$ cat config.mk
export PLATFORM = sky130hd
export DESIGN_NAME = mioc_io_resp
export DESIGN_NICKNAME = d
export VERILOG_FILES = /design/src/rtl/mioc_io_pkg.sv /design/src/rtl/mioc_pulse_gen.sv /design/src/rtl/mioc_io_resp.sv
export SDC_FILE = /design/constraint.sdc
export NUM_CORES = 1
export LEC_CHECK = 0
export ABC_AREA = 0
export CAP_MARGIN = 10
export CORE_MARGIN = 3
export CORE_UTILIZATION = 48
export DETAILED_ROUTE_END_ITERATION = 10
export PLACE_DENSITY = 0.84
export SLEW_MARGIN = 20
export SYNTH_ARGS = -nofsm -noshare
export SYNTH_HDL_FRONTEND = slang
export SYNTH_SLANG_ARGS = --single-unit
$ cat constraint.sdc
create_clock -name B_PHI -period 1.95 [get_ports B_PHI]
set_clock_uncertainty 0.2 [all_clocks]
set_input_delay 0.39 -clock B_PHI [delete_from_list [all_inputs] [get_ports B_PHI]]
set_output_delay 0.39 -clock B_PHI [all_outputs]
set_load 0.005 [all_outputs]
$ cat src/rtl/mioc_io_pkg.sv
// Shared definitions for the MIOC I/O-write responder: FSM states, port codes
// and the width of the wait and net-reset counters.
package mioc_io_pkg;

  localparam int CNT_W = 8;

  localparam logic [1:0] PORT_MAP  = 2'b01;
  localparam logic [1:0] PORT_CTRL = 2'b00;

  typedef enum logic [2:0] {
    IDLE,
    QUAL,
    WAIT,
    COMMIT,
    HOLD
  } state_t;

  // Ports with BA7 set are outside the MIOC window and are ignored.
  function automatic logic port_valid(input logic [1:0] port);
    return (port == PORT_MAP) || (port == PORT_CTRL);
  endfunction

endpackage

$ cat src/rtl/mioc_pulse_gen.sv
// Retriggerable AdamNET reset pulse: a load restarts the full pulse length,
// and the active-low output stays low while the counter is nonzero.
module mioc_pulse_gen
  import mioc_io_pkg::*;
#(
  parameter logic [CNT_W-1:0] PULSE_LEN = 8'd8
) (
  input  logic clk,
  input  logic rst,
  input  logic load,
  output logic pulse_n
);

  logic [CNT_W-1:0] count;

  // A reload takes priority so a retrigger always extends the pulse.
  always_ff @(posedge clk or posedge rst) begin
    if (rst) begin
      count <= '0;
    end else if (load) begin
      count <= PULSE_LEN;
    end else if (count != '0) begin
      count <= count - 1'b1;
    end
  end

  assign pulse_n = (count == '0);

endmodule

$ cat src/rtl/mioc_io_resp.sv
// Z80 I/O-write responder for the MIOC control ports: filters the write cycle,
// optionally stretches it with IO_WAIT_N, and commits exactly once per IORQ_N low.
module mioc_io_resp
  import mioc_io_pkg::*;
#(
  parameter int         WAIT_CYCLES = 1,
  parameter int         NET_PULSE   = 8,
  parameter logic [3:0] MAP_RST     = 4'b0000
) (
  input  logic       B_PHI,
  input  logic       RST,
  input  logic       IORQ_N,
  input  logic       N_BWR,
  input  logic       BA7,
  input  logic       BA6,
  input  logic [3:0] BD,
  output logic [3:0] MAP_REG,
  output logic       MAP_WR,
  output logic       SPINDIS_N,
  output logic       NETRST_N,
  output logic       IO_WAIT_N,
  output logic       BUSY
);

  localparam logic [CNT_W-1:0] WAIT_LAST =
    (WAIT_CYCLES > 0) ? CNT_W'(WAIT_CYCLES - 1) : CNT_W'(0);

  state_t           state, next_state;
  logic [1:0]       port;
  logic [1:0]       cap_port;
  logic [3:0]       cap_bd;
  logic [CNT_W-1:0] wait_cnt;
  logic             acc;
  logic             same_req;
  logic             commit_map;
  logic             commit_ctrl;
  logic             net_load;

  assign port     = {BA7, BA6};
  assign acc      = !IORQ_N && !N_BWR;
  assign same_req = acc && (port == cap_port) && (BD == cap_bd);

  always_ff @(posedge B_PHI or posedge RST) begin
    if (RST) begin
      state <= IDLE;
    end else begin
      state <= next_state;
    end
  end

  // IORQ_N is checked before the wait count so an abort on the last wait
  // cycle still wins over the commit.
  always_comb begin
    next_state = state;
    case (state)
      IDLE: begin
        if (acc && port_valid(port)) begin
          next_state = QUAL;
        end
      end
      QUAL: begin
        if (same_req) begin
          next_state = (WAIT_CYCLES == 0) ? COMMIT : WAIT;
        end else begin
          next_state = IDLE;
        end
      end
      WAIT: begin
        if (IORQ_N) begin
          next_state = IDLE;
        end else if (wait_cnt == WAIT_LAST) begin
          next_state = COMMIT;
        end
      end
      COMMIT: next_state = HOLD;
      HOLD: begin
        if (IORQ_N) begin
          next_state = IDLE;
        end
      end
      default: next_state = IDLE;
    endcase
  end

  always_ff @(posedge B_PHI or posedge RST) begin
    if (RST) begin
      cap_port <= PORT_CTRL;
      cap_bd   <= 4'h0;
    end else if (state == IDLE && next_state == QUAL) begin
      cap_port <= port;
      cap_bd   <= BD;
    end
  end

  always_ff @(posedge B_PHI or posedge RST) begin
    if (RST) begin
      wait_cnt <= '0;
    end else if (state == WAIT) begin
      wait_cnt <= wait_cnt + 1'b1;
    end else begin
      wait_cnt <= '0;
    end
  end

  assign commit_map  = (state == COMMIT) && (cap_port == PORT_MAP);
  assign commit_ctrl = (state == COMMIT) && (cap_port == PORT_CTRL);
  assign net_load    = commit_ctrl && cap_bd[0];

  // MAP_WR is registered so it is high in the same cycle MAP_REG shows the new value.
  always_ff @(posedge B_PHI or posedge RST) begin
    if (RST) begin
      MAP_REG   <= MAP_RST;
      MAP_WR    <= 1'b0;
      SPINDIS_N <= 1'b1;
    end else begin
      MAP_WR <= commit_map;
      if (commit_map) begin
        MAP_REG <= cap_bd;
      end
      if (commit_ctrl) begin
        SPINDIS_N <= !cap_bd[1];
      end
    end
  end

  mioc_pulse_gen #(
    .PULSE_LEN(CNT_W'(NET_PULSE))
  ) u_pulse (
    .clk     (B_PHI),
    .rst     (RST),
    .load    (net_load),
    .pulse_n (NETRST_N)
  );

  assign IO_WAIT_N = (state != WAIT);
  assign BUSY      = (state != IDLE);

endmodule

==> flow_summary.yaml <==
die:
  ios: 19
  coreArea_sq_um: 2853
  fp.dieH_microns: 61.65
  initial_core_util_pct: 52.11
  rows: 19
  fp.dieArea_sq_um: 3801
  die_w_microns: 61.65
synthesis:
  synth.distinct_cells: 38
  syn_inst: 134
  synth.most_common_cell: "dfrtp_1"
  synth_top_area_cell: "dfrtp_1"
  synth_area_per_cell_sq_um: 11.09
  synth-async-reset-ratio_pct: 100.0
  synth_edf_count: 0
  ys_seq_area_share_pct: 52.27
  synth_top_area_share_pct: 50.51
  syn_area_sq_um: 1486
  ys_seq_elements: 31
  synth_ff_type: "dfrtp_1"
  syn_nets: 148
  ys_warn_count: 0
  synth_common_cells: "dfrtp_1, a21oi_1, mux2_2"
  yosys-top-cells-area: "dfrtp_1, mux2_2, xnor2_1"
clock_tree:
  clockBufferDepth: 2
  h-tree-depth: 2
  clkSinkCount: 31
  cts_buffers: 5
  clock_latency_ps: 320
  hold_buffers: 0
  path_clk_slew_ps: 90
  root_buffer: "clkbuf_4"
  cts_tree: "done"
drt:
  detail_route.iter0.violations: 50
  routed_via_density: 5.643
  vias: 1247
  drc: 0
  ant_nets: 0
  drt-total-wl_mm: 3.377
  first_pass_iters: 4
  wire_per_inst_microns: 15.28
power:
  power.share.sequential_pct: 37.9
  leakagePower_uw: 0.0009214
  switching_share_pct: 31.61
  p_sw_uw: 693.9
  ir_drop_mv: 0.5032
  p_total_uw: 2195
  powerDensity_nw_per_um2: 1065
  p_comb_share_pct: 43.3
  internal_power_uw: 1501
  clkPwrFrac_pct: 18.8
placed_design:
  numPortBuffers: 18
  placed_area_sq_um: 1874
  dpl.hpwl_mm: 2.382
  gp_congestion: 0.8198
critical_path:
  slowest_delay_ps: 420
  critPathKind: "reg2out"
  crit_path_end_kind: "output pin"
  path_buf_inv: 2
  slowest_stage: "dfrtp_1"
  required_ps: 1360
  cp.arrival_ps: 1550
  crit_family: "simple AND/OR/NAND/NOR gates"
  worstSetupStartpointType: "flip-flop"
  crit_chain: "inv_2, ha_4, or3b_4, nor2_4, buf_2"
  critical_path_peak_fanout: 2
finish:
  drive_above_1_share_pct: 35.79
  area_growth_pct: 38.72
  nNetsFinal: 203
  design_area_sq_um: 2062
  antenna_cells: 0
sta:
  period_needed_ps: 2137
  slew_viol_final: 0
  worstMarginPinSlew_ps: 432.1
  rsz0062_at_grt: "true"
  hold-worst-slack_ps: 258.4
  fin_crit_sh_pct: 109.6
  setup_ws_ps: -187.4
  fin_setup_tns_ps: -271.9
  finalHoldViolCount: 0
  fmax_mhz: 467.9
  setup_viol: 3
  max_slew_margin_pct: 70.93
global_route:
  grt_antenna_before_repair: 0
  grt_use_total_pct: 20.97
  grt_pass1_wl_mm: 5.589
  grt_max_degree: 32
  grt_pass1_vias: 1284
  overflow: 0
run_status:
  outcome: "finished, violations left"
  failed_checks: "negative setup slack"
worst_hold_path:
  hold_path.class: "in2async"
flow_run:
  maxCapViolations: 0
-- cell families (layout without fill, tap and decap cells) --
family / Yosys count / in the layout / share of synthesized area [%]
compound gates: 29 / 29 / 12.21
xor+xnor: 9 / 9 / 5.303
fa+ha+maj: 4 / 4 / 3.367
buf+inv: 10 / 66 / 2.525
flops: 31 / 31 / 52.27
mux: 9 / 9 / 6.818
simple gates: 42 / 42 / 17.51
-- final timing paths --
kind / start / end / slack (ps) / cells past startpoint
worst max-delay path: u_pulse.count[1] / NETRST_N / -190 / 5
worst min-delay path: RST / wait_cnt[4] / 260 / 3
worst max register to register: u_pulse.count[0] / u_pulse.count[7] / -50 / 6
max in group asynchronous: RST / SPINDIS_N / 970 / 3
min in group B_PHI: SPINDIS_N / SPINDIS_N / 290 / 2
worst min register to register: SPINDIS_N / SPINDIS_N / 290 / 2
-- power groups by stage --
stage                     Sequential (uW)  Clock [uW]  Combinational (uW)
after floorplan                       850           0                 342
after global placement                824           0                 660
after detailed placement              835           0                 704
after CTS                             826         432                 819
after global routing                  840         484                1030
final                                 831         413                 951
-- layout make-up --
class	instances	area [sq um]
fill	201	790.8
sequential	31	777.0
multi-input combinational	93	742.0
timing repair buffer	49	401.6
clock buffer	8	68.82
tap	31	38.79
inverter	9	33.78
-- per-stage QoR --
step | util (%) | worst slack [ps] | instances
2_1_floorplan | - | 101.5 | 134
3_3_place_gp | 65.70 | -295.1 | 205
3_5_place_dp | 65.70 | -382.2 | 205
4_1_cts | 70.79 | -197.6 | 218
5_1_grt | 72.28 | -279.4 | 221
6_report | 72.28 | -187.4 | 221
-- sequential cells by signal, summed over array words and instances, names as in the netlist --
signal and count:
MAP_WR 1, u_pulse.count 8, MAP_REG 4, SPINDIS_N 1, cap_bd 4, cap_port 2
wait_cnt 8, state 3
-- worst min-delay path: cells and delay by family --
kind / cells / cell delay [ps]
buf+inv: 3 / 810
-- repair_timing --
item | 4_1_cts | 5_1_grt
resized for setup | 21 | 7
pin swaps | 5 | 2
endpoints found under the setup margin | 6 | 4
gates cloned | 0 | 0
buffers inserted | 5 | 3
-- routing by layer --
layer / global-route usage [%] / vias up / routed length (microns) / share of wire [%]
met5: 0 / - / 0 / 0
met1: 23.40 / 612 / 1417 / 42
li1: - / 603 / - / -
met3: 7.966 / 9 / 109 / 3.2
met2: 35.43 / 23 / 1780 / 53
met4: 9.394 / 0 / 70 / 2.1
-- layout by cell type, fill, tap and decap left out, types with 2 or more instances in the layout --
| master | n |
|---|---|
| a211o_1 | 2 |
| a21o_1 | 2 |
| a21oi_1 | 6 |
| a21oi_2 | 3 |
| and2_1 | 2 |
| buf_4 | 31 |
| clkbuf_4 | 5 |
| clkbuf_8 | 2 |
| clkdlybuf4s50_1 | 14 |
| dfrtp_1 | 30 |
| ha_1 | 2 |
| inv_1 | 6 |
| inv_2 | 3 |
| mux2_2 | 9 |
| nand3_1 | 4 |
| nand4_1 | 3 |
| nor2_1 | 6 |
| nor3_1 | 3 |
| nor3b_1 | 2 |
| nor4_1 | 2 |
| o21ai_0 | 7 |
| o31ai_1 | 2 |
| or3_1 | 5 |
| or4_4 | 3 |
| xnor2_1 | 7 |
| xor2_1 | 2 |
(Power assumes the default switching activity.)
